===== src/rtl/alu_pkg.sv =====
// Shared definitions for the ALU and its command sequencer: opcode encodings,
// opcode legality check and the sequencer FSM state encoding.
package alu_pkg;

  localparam logic [2:0] OP_PLUS    = 3'd0;
  localparam logic [2:0] OP_MINUS   = 3'd1;
  localparam logic [2:0] OP_BAND    = 3'd2;
  localparam logic [2:0] OP_BOR     = 3'd3;
  localparam logic [2:0] OP_UNEGATE = 3'd4;

  typedef enum logic [1:0] {
    ST_IDLE  = 2'd0,
    ST_ISSUE = 2'd1,
    ST_RESP  = 2'd2
  } seq_state_e;

  // Opcodes 5-7 are reserved and answered with an error response.
  function automatic logic op_is_legal(input logic [2:0] op);
    return (op <= OP_UNEGATE);
  endfunction

endpackage


===== src/rtl/alu_cmd_sequencer.sv =====
// Command/response sequencer in front of a combinational ALU, with accumulator chaining.
// Optional result flags (rsp_zero, rsp_neg) are built when ALU_SEQ_FLAGS_EN is defined.
module alu_cmd_sequencer
  import alu_pkg::*;
#(
  parameter int WIDTH   = 8,
  parameter int ALU_LAT = 1
) (
  input  logic             clk,
  input  logic             rst_n,
  input  logic             cmd_valid,
  output logic             cmd_ready,
  input  logic [2:0]       cmd_opcode,
  input  logic [WIDTH-1:0] cmd_a,
  input  logic [WIDTH-1:0] cmd_b,
  input  logic             cmd_chain,
  input  logic             acc_clr,
  output logic [2:0]       alu_opcode,
  output logic [WIDTH-1:0] alu_a,
  output logic [WIDTH-1:0] alu_b,
  input  logic [WIDTH-1:0] alu_out,
  output logic             rsp_valid,
  input  logic             rsp_ready,
  output logic [WIDTH-1:0] rsp_data,
  output logic             rsp_err
`ifdef ALU_SEQ_FLAGS_EN
 ,output logic             rsp_zero,
  output logic             rsp_neg
`endif
);

  localparam int               CNT_W    = (ALU_LAT > 1) ? $clog2(ALU_LAT) : 1;
  localparam logic [CNT_W-1:0] CNT_LOAD = CNT_W'(ALU_LAT - 1);
  localparam logic [CNT_W-1:0] CNT_ONE  = CNT_W'(1);
  localparam logic [CNT_W-1:0] CNT_ZERO = CNT_W'(0);

  seq_state_e       state, state_nxt;
  logic [CNT_W-1:0] cnt, cnt_nxt;
  logic [WIDTH-1:0] acc, acc_nxt;
  logic [2:0]       alu_opcode_nxt;
  logic [WIDTH-1:0] alu_a_nxt, alu_b_nxt, rsp_data_nxt;
  logic             rsp_valid_nxt, rsp_err_nxt;
`ifdef ALU_SEQ_FLAGS_EN
  logic             rsp_zero_nxt, rsp_neg_nxt;
`endif

  // Next-state and next-output decode; every register holds unless a transition updates it.
  always_comb begin
    state_nxt      = state;
    cnt_nxt        = cnt;
    acc_nxt        = acc_clr ? {WIDTH{1'b0}} : acc;
    alu_opcode_nxt = alu_opcode;
    alu_a_nxt      = alu_a;
    alu_b_nxt      = alu_b;
    rsp_valid_nxt  = rsp_valid;
    rsp_data_nxt   = rsp_data;
    rsp_err_nxt    = rsp_err;
`ifdef ALU_SEQ_FLAGS_EN
    rsp_zero_nxt   = rsp_zero;
    rsp_neg_nxt    = rsp_neg;
`endif
    case (state)
      ST_IDLE: begin
        if (cmd_valid && cmd_ready) begin
          if (op_is_legal(cmd_opcode)) begin
            alu_opcode_nxt = cmd_opcode;
            alu_a_nxt      = cmd_chain ? acc : cmd_a;
            alu_b_nxt      = cmd_b;
            cnt_nxt        = CNT_LOAD;
            state_nxt      = ST_ISSUE;
          end else begin
            rsp_data_nxt   = {WIDTH{1'b0}};
            rsp_err_nxt    = 1'b1;
            rsp_valid_nxt  = 1'b1;
`ifdef ALU_SEQ_FLAGS_EN
            rsp_zero_nxt   = 1'b0;
            rsp_neg_nxt    = 1'b0;
`endif
            state_nxt      = ST_RESP;
          end
        end else begin
          state_nxt = ST_IDLE;
        end
      end
      ST_ISSUE: begin
        // A capture overrides a simultaneous acc_clr.
        if (cnt == CNT_ZERO) begin
          rsp_data_nxt  = alu_out;
          acc_nxt       = alu_out;
          rsp_err_nxt   = 1'b0;
          rsp_valid_nxt = 1'b1;
`ifdef ALU_SEQ_FLAGS_EN
          rsp_zero_nxt  = (alu_out == {WIDTH{1'b0}});
          rsp_neg_nxt   = alu_out[WIDTH-1];
`endif
          state_nxt     = ST_RESP;
        end else begin
          cnt_nxt = cnt - CNT_ONE;
        end
      end
      ST_RESP: begin
        if (rsp_ready) begin
          rsp_valid_nxt = 1'b0;
          state_nxt     = ST_IDLE;
        end else begin
          rsp_valid_nxt = 1'b1;
        end
      end
      default: begin
        state_nxt     = ST_IDLE;
        rsp_valid_nxt = 1'b0;
      end
    endcase
  end

  // State, datapath and registered output update.
  always_ff @(posedge clk or negedge rst_n) begin
    if (!rst_n) begin
      state      <= ST_IDLE;
      cnt        <= CNT_ZERO;
      acc        <= {WIDTH{1'b0}};
      cmd_ready  <= 1'b0;
      alu_opcode <= 3'd0;
      alu_a      <= {WIDTH{1'b0}};
      alu_b      <= {WIDTH{1'b0}};
      rsp_valid  <= 1'b0;
      rsp_data   <= {WIDTH{1'b0}};
      rsp_err    <= 1'b0;
`ifdef ALU_SEQ_FLAGS_EN
      rsp_zero   <= 1'b0;
      rsp_neg    <= 1'b0;
`endif
    end else begin
      state      <= state_nxt;
      cnt        <= cnt_nxt;
      acc        <= acc_nxt;
      cmd_ready  <= (state_nxt == ST_IDLE);
      alu_opcode <= alu_opcode_nxt;
      alu_a      <= alu_a_nxt;
      alu_b      <= alu_b_nxt;
      rsp_valid  <= rsp_valid_nxt;
      rsp_data   <= rsp_data_nxt;
      rsp_err    <= rsp_err_nxt;
`ifdef ALU_SEQ_FLAGS_EN
      rsp_zero   <= rsp_zero_nxt;
      rsp_neg    <= rsp_neg_nxt;
`endif
    end
  end

endmodule

===== config.mk =====
export PLATFORM = sky130hd
export DESIGN_NAME = alu_cmd_sequencer
export DESIGN_NICKNAME = d
export VERILOG_FILES = /design/src/rtl/alu_pkg.sv /design/src/rtl/alu_cmd_sequencer.sv
export SDC_FILE = /design/constraint.sdc
export NUM_CORES = 1
export LEC_CHECK = 0
export ABC_CLOCK_PERIOD_IN_PS = 1450
export CORE_MARGIN = 2
export CORE_UTILIZATION = 39
export CTS_CLUSTER_DIAMETER = 200
export DETAILED_ROUTE_END_ITERATION = 8
export PLACE_DENSITY = 0.75
export REMOVE_ABC_BUFFERS = 1
export SLEW_MARGIN = 0
export SYNTH_ARGS = -nofsm -noshare
export SYNTH_HDL_FRONTEND = slang
export SYNTH_SLANG_ARGS = --single-unit

===== constraint.sdc =====
create_clock -name clk -period 1.45 [get_ports clk]
set_input_delay 0.2175 -clock clk [delete_from_list [all_inputs] [get_ports clk]]
set_output_delay 0.2175 -clock clk [all_outputs]
set_load 0.01 [all_outputs]

* Word-level counts from Yosys, hierarchy flattened
Index checks and enable logic that the tools add are counted.
Word-level totals: memories kept 0, register bits 41, RAM bits 0, bits in read-only memories 0, latch bits 0
Operators by class: reduce and logical (&&, ||, !) cells 8, divide/modulo/power cells 0, multipliers 0, shift-type cells 0, mux-type cells 24, order comparisons 1, add/subtract/negate cells 1, equality and inequality tests 6, bitwise gates (word level) 0
Operators by type and width (count):
- $mux 8 | 7
- $pmux 8 s2 | 1
- $reduce_and 3->1 | 3
- $mux 1 | 8
- $mux 2 | 4
- $ne 2x2->1 const B | 4
- $pmux 2 s3 | 1
- $logic_not 2->1 | 2
- $pmux 1 s2 | 2
- $reduce_and 4->1 | 1
- $le 3x3->1 const B | 1
- $pmux 1 s3 | 1
- $eq 2x1->1 const B | 1
- $eq 2x2->1 const B | 1
- $reduce_bool 2->1 | 1
- $logic_and 1x1->1 | 1
- $sub 1x1->1 const B | 1

* Depth between registers and ports, before layout
depth in word-level cells 5, mapped depth 5, depth with buffers taken out 4

* Worst setup path after synthesis
OpenSTA, ideal clock, no wires.
path type register to register, from reg state[1], to reg alu_a[0], cell stages (with the launch flop) 6, data arrival time 1.295 ns, data required time 1.325 ns, slack 0.030 ns, cells stage by stage dfrtp_1 -> nor2_2 -> nand4_4 -> inv_4 -> buf_12 -> mux2_4
On the way: longest elaborated chain between the ends 2
Ends and longest elaborated chain:
- from (decl) | RTL line alu_cmd_sequencer.sv:37 | seq_state_e state, state_nxt;
- from (signal assigned) | RTL line alu_cmd_sequencer.sv:134 | state <= state_nxt;
- $logic_not 2->1 | RTL line alu_cmd_sequencer.sv:62 | case (state)
- $reduce_and 3->1 (no line)
- to (signal assigned) | RTL line alu_cmd_sequencer.sv:124 | alu_a <= {WIDTH{1'b0}};
- to (signal assigned) | RTL line alu_cmd_sequencer.sv:139 | alu_a <= alu_a_nxt;
- to (decl) | RTL line alu_cmd_sequencer.sv:19 | output logic [WIDTH-1:0] alu_a,
No other way between the ends. A chain may end at the register's enable or synchronous reset.

* Worst setup path after layout
from reg alu_b[2], to out alu_b[2]
RTL lines:
- from (decl) | RTL line alu_cmd_sequencer.sv:20 | output logic [WIDTH-1:0] alu_b,
- from (signal assigned) | RTL line alu_cmd_sequencer.sv:125 | alu_b <= {WIDTH{1'b0}};
- from (signal assigned) | RTL line alu_cmd_sequencer.sv:140 | alu_b <= alu_b_nxt;
No word-level cell between the ends.

==> impl_metrics.tcl <==
set metrics [dict create \
    floorplan.die.width_microns 69.3 \
    grt_start_max_net_pins 41 \
    post-place-cells 228 \
    synth.top_cells.by_area "sky130_fd_sc_hd__dfrtp_1 60%, sky130_fd_sc_hd__mux2_2 12%, sky130_fd_sc_hd__a22o_1 8.4%" \
    setup_viol 0 \
    rows 23 \
    drt_drc_violations_left 0 \
    setup_ws_ns 0.0320 \
    synthFlopType "sky130_fd_sc_hd__dfrtp_1" \
    groute.layer.met2.usage_pct 29.3 \
    timing.setup.tns_ns 0 \
    post_drt_via_cell_ratio 5.01 \
    clock_sink_count 40 \
    type_of_the_tightest_min_delay_check "in2async" \
    start_util_pct 41.0 \
    busiest_layer "met2" \
    synth.top_cells.by_count "40 x sky130_fd_sc_hd__dfrtp_1, 17 x sky130_fd_sc_hd__mux2_2, 16 x sky130_fd_sc_hd__a22o_1" \
    cts_tree "done" \
    core-area_sq_um 4060 \
    clk_transition_reported_paths_ns 0.07 \
    critical_path.startpoint_type "flop" \
    max-clock-path-buffers 2 \
    worst-path-buf-inv 1 \
    timing.critical_path.fanout_max 2 \
    power_density_nw_per_um2 1810 \
    pre_cts_slack_ns -0.322 \
    insertedDiodeCount 0 \
    final_area_sq_um 2530 \
    setup.worst_path.class "reg2out" \
    vdd_ir_max_v 0.000868 \
    yosys_warnings 0 \
    wire_per_inst_microns 16.3 \
    globalRouteTotalUtil_pct 16.8 \
    arrival_ns 1.20 \
    timing.final.crit_period_ns 1.42 \
    aggregate_routed_wire_length_microns 3860 \
    grt_use_met1_pct 18.9 \
    antenna_violating_nets_remaining 0 \
    portion_of_the_post_synthesis_area_used_by_sequential_elements_pct 60.2 \
    synth.avg_cell_area_sq_um 15.4 \
    syn-instance-count 108 \
    path_cells "clkdlybuf4s50_1" \
    critical_path_rt_ns 1.23 \
    final.period_utilization_pct 97.8 \
    synthesis.area_sq_um 1660 \
    async_flop_share_pct 100 \
    fin_hold_ws_ns 0.500 \
    drv.max_cap_violation_count 0 \
    floorplan.die.height_microns 69.3 \
    first_pass_iters 4 \
    placedInstanceArea_sq_um 2390 \
    groute.layer.met3.usage_pct 4.51 \
    routed-via-count 1188 \
    clock_tree.htree_level_count 2 \
    grt_antenna_before_repair 0 \
    timing_worst_slew_pin_value_ns 0.485 \
    max_slew_margin_pct 67.7 \
    totalPowerFinal_mw 4.57 \
    floorplan.io_pins 63 \
    drv_slew 0 \
    ys_types 22 \
    io_buffers 62 \
    cpLargestDelayFamily "buffers and inverters" \
    cts-root-buf "sky130_fd_sc_hd__clkbuf_8" \
    reg2regPathDepth 4 \
    run_status "complete, no violations" \
    globalRoute.totalOverflow 0 \
    initial_drt_markers 23 \
    gp_routability_congestion 0.775 \
    layoutNonFillerInstCount 237 \
    dieArea_sq_um 4800 \
    clk_latency_ns 0.29 \
    grt_pass1_wl_microns 6270 \
    final_util_pct 62.3 \
    dp.final_hpwl_microns 2880 \
    synth_top_area_share_pct 60.2 \
    critPathMaxStageDelay_ns 0.56 \
    grt_pass1_vias 1311 \
    fin_worst_skew_ns 0.00209 \
    yosys.cell_count.top_type "sky130_fd_sc_hd__dfrtp_1" \
    cellLeakagePower_nw 1.26 \
    num-nets-final 220 \
    worst-path-stages 1 \
    clock.fmax_mhz 705 \
    slowest_cell_on_the_critical_path "sky130_fd_sc_hd__clkdlybuf4s50_1" \
    final_hold_viol_count 0 \
    worstSetupEndpointType "output port" \
    drive_above_1_share_pct 28.3 \
    post-synth-top-area-cell "sky130_fd_sc_hd__dfrtp_1" \
    unrepaired_setup_endpoints_after_global_routing "no" \
    synth_enable_flop_cells 0 \
    n_fill_cell 306 \
    synth_seq_cells 40 \
    area_delta_synth_final_pct 52.1 \
    cts_buffers 5 \
]
## power by group
group          leakage [nW]  internal, mW  switching (mW)
registers             0.504          1.57           0.265
clock network        0.0410         0.327           0.356
logic                 0.720          1.27           0.777
total                  1.26          3.17            1.40
## cell usage in the layout (no fill, tap or decap), drive strengths merged, types with 4 or more instances in the layout
cell	count
a22o	16
buf	14
clkbuf	6
clkdlybuf4s50	48
dfrtp	40
dlymetal6s2s	13
inv	4
mux2	26
nand2	4
## final timing paths
kind                                 startpoint              endpoint  slack [ns]
max                        alu_b[2]$_DFFE_PN0P_              alu_b[2]        0.03
min                                       rst_n  alu_a[0]$_DFFE_PN0P_        0.50
max reg2reg                  state[1]$_DFF_PN0_  alu_b[4]$_DFFE_PN0P_        0.09
min reg2reg                  acc[3]$_DFFE_PN0P_    acc[3]$_DFFE_PN0P_        0.50
max in group asynchronous                 rst_n   cmd_ready$_DFF_PN0_        0.59
min in group clk             acc[3]$_DFFE_PN0P_    acc[3]$_DFFE_PN0P_        0.50
## sequential cells by signal (all words and copies together), names as in the netlist
name        cells
cmd_ready       1
rsp_valid       1
alu_a           8
alu_opcode      3
alu_b           8
rsp_err         1
rsp_data        8
acc             8
state           2
## logic make-up after synthesis
family / synth area share, %
multiplexers: 19.6
AO/OA/AOI/OAI: 12.9
AND/OR/NAND/NOR: 4.06
flip-flops: 60.2
buffers and inverters: 3.24
## repair_timing
item,in CTS,in global routing
gates resized for setup,2,14
hold buffers,1,0
endpoints found under the setup margin,8,20
setup buffers,1,0
endpoints found under the hold margin,40,0
## layout make-up
type | instances | area (sq um) | share of cell area, %
multi-input cells | 60 | 608 | 24.0
well taps | 50 | 62.6 | 2.47
clock inverters | 1 | 5.00 | 0.198
flip-flops and latches | 40 | 1000 | 39.6
repair buffers | 76 | 756 | 29.9
inverters | 4 | 22.5 | 0.891
clock buffers | 6 | 72.6 | 2.87
## metal layers
layer	vias up	wire, microns
li1	554	-
met1	583	1480
met2	43	2070
met3	8	224
met4	0	93
met5	-	0
Note: power is estimated with default switching activity, not from simulation.
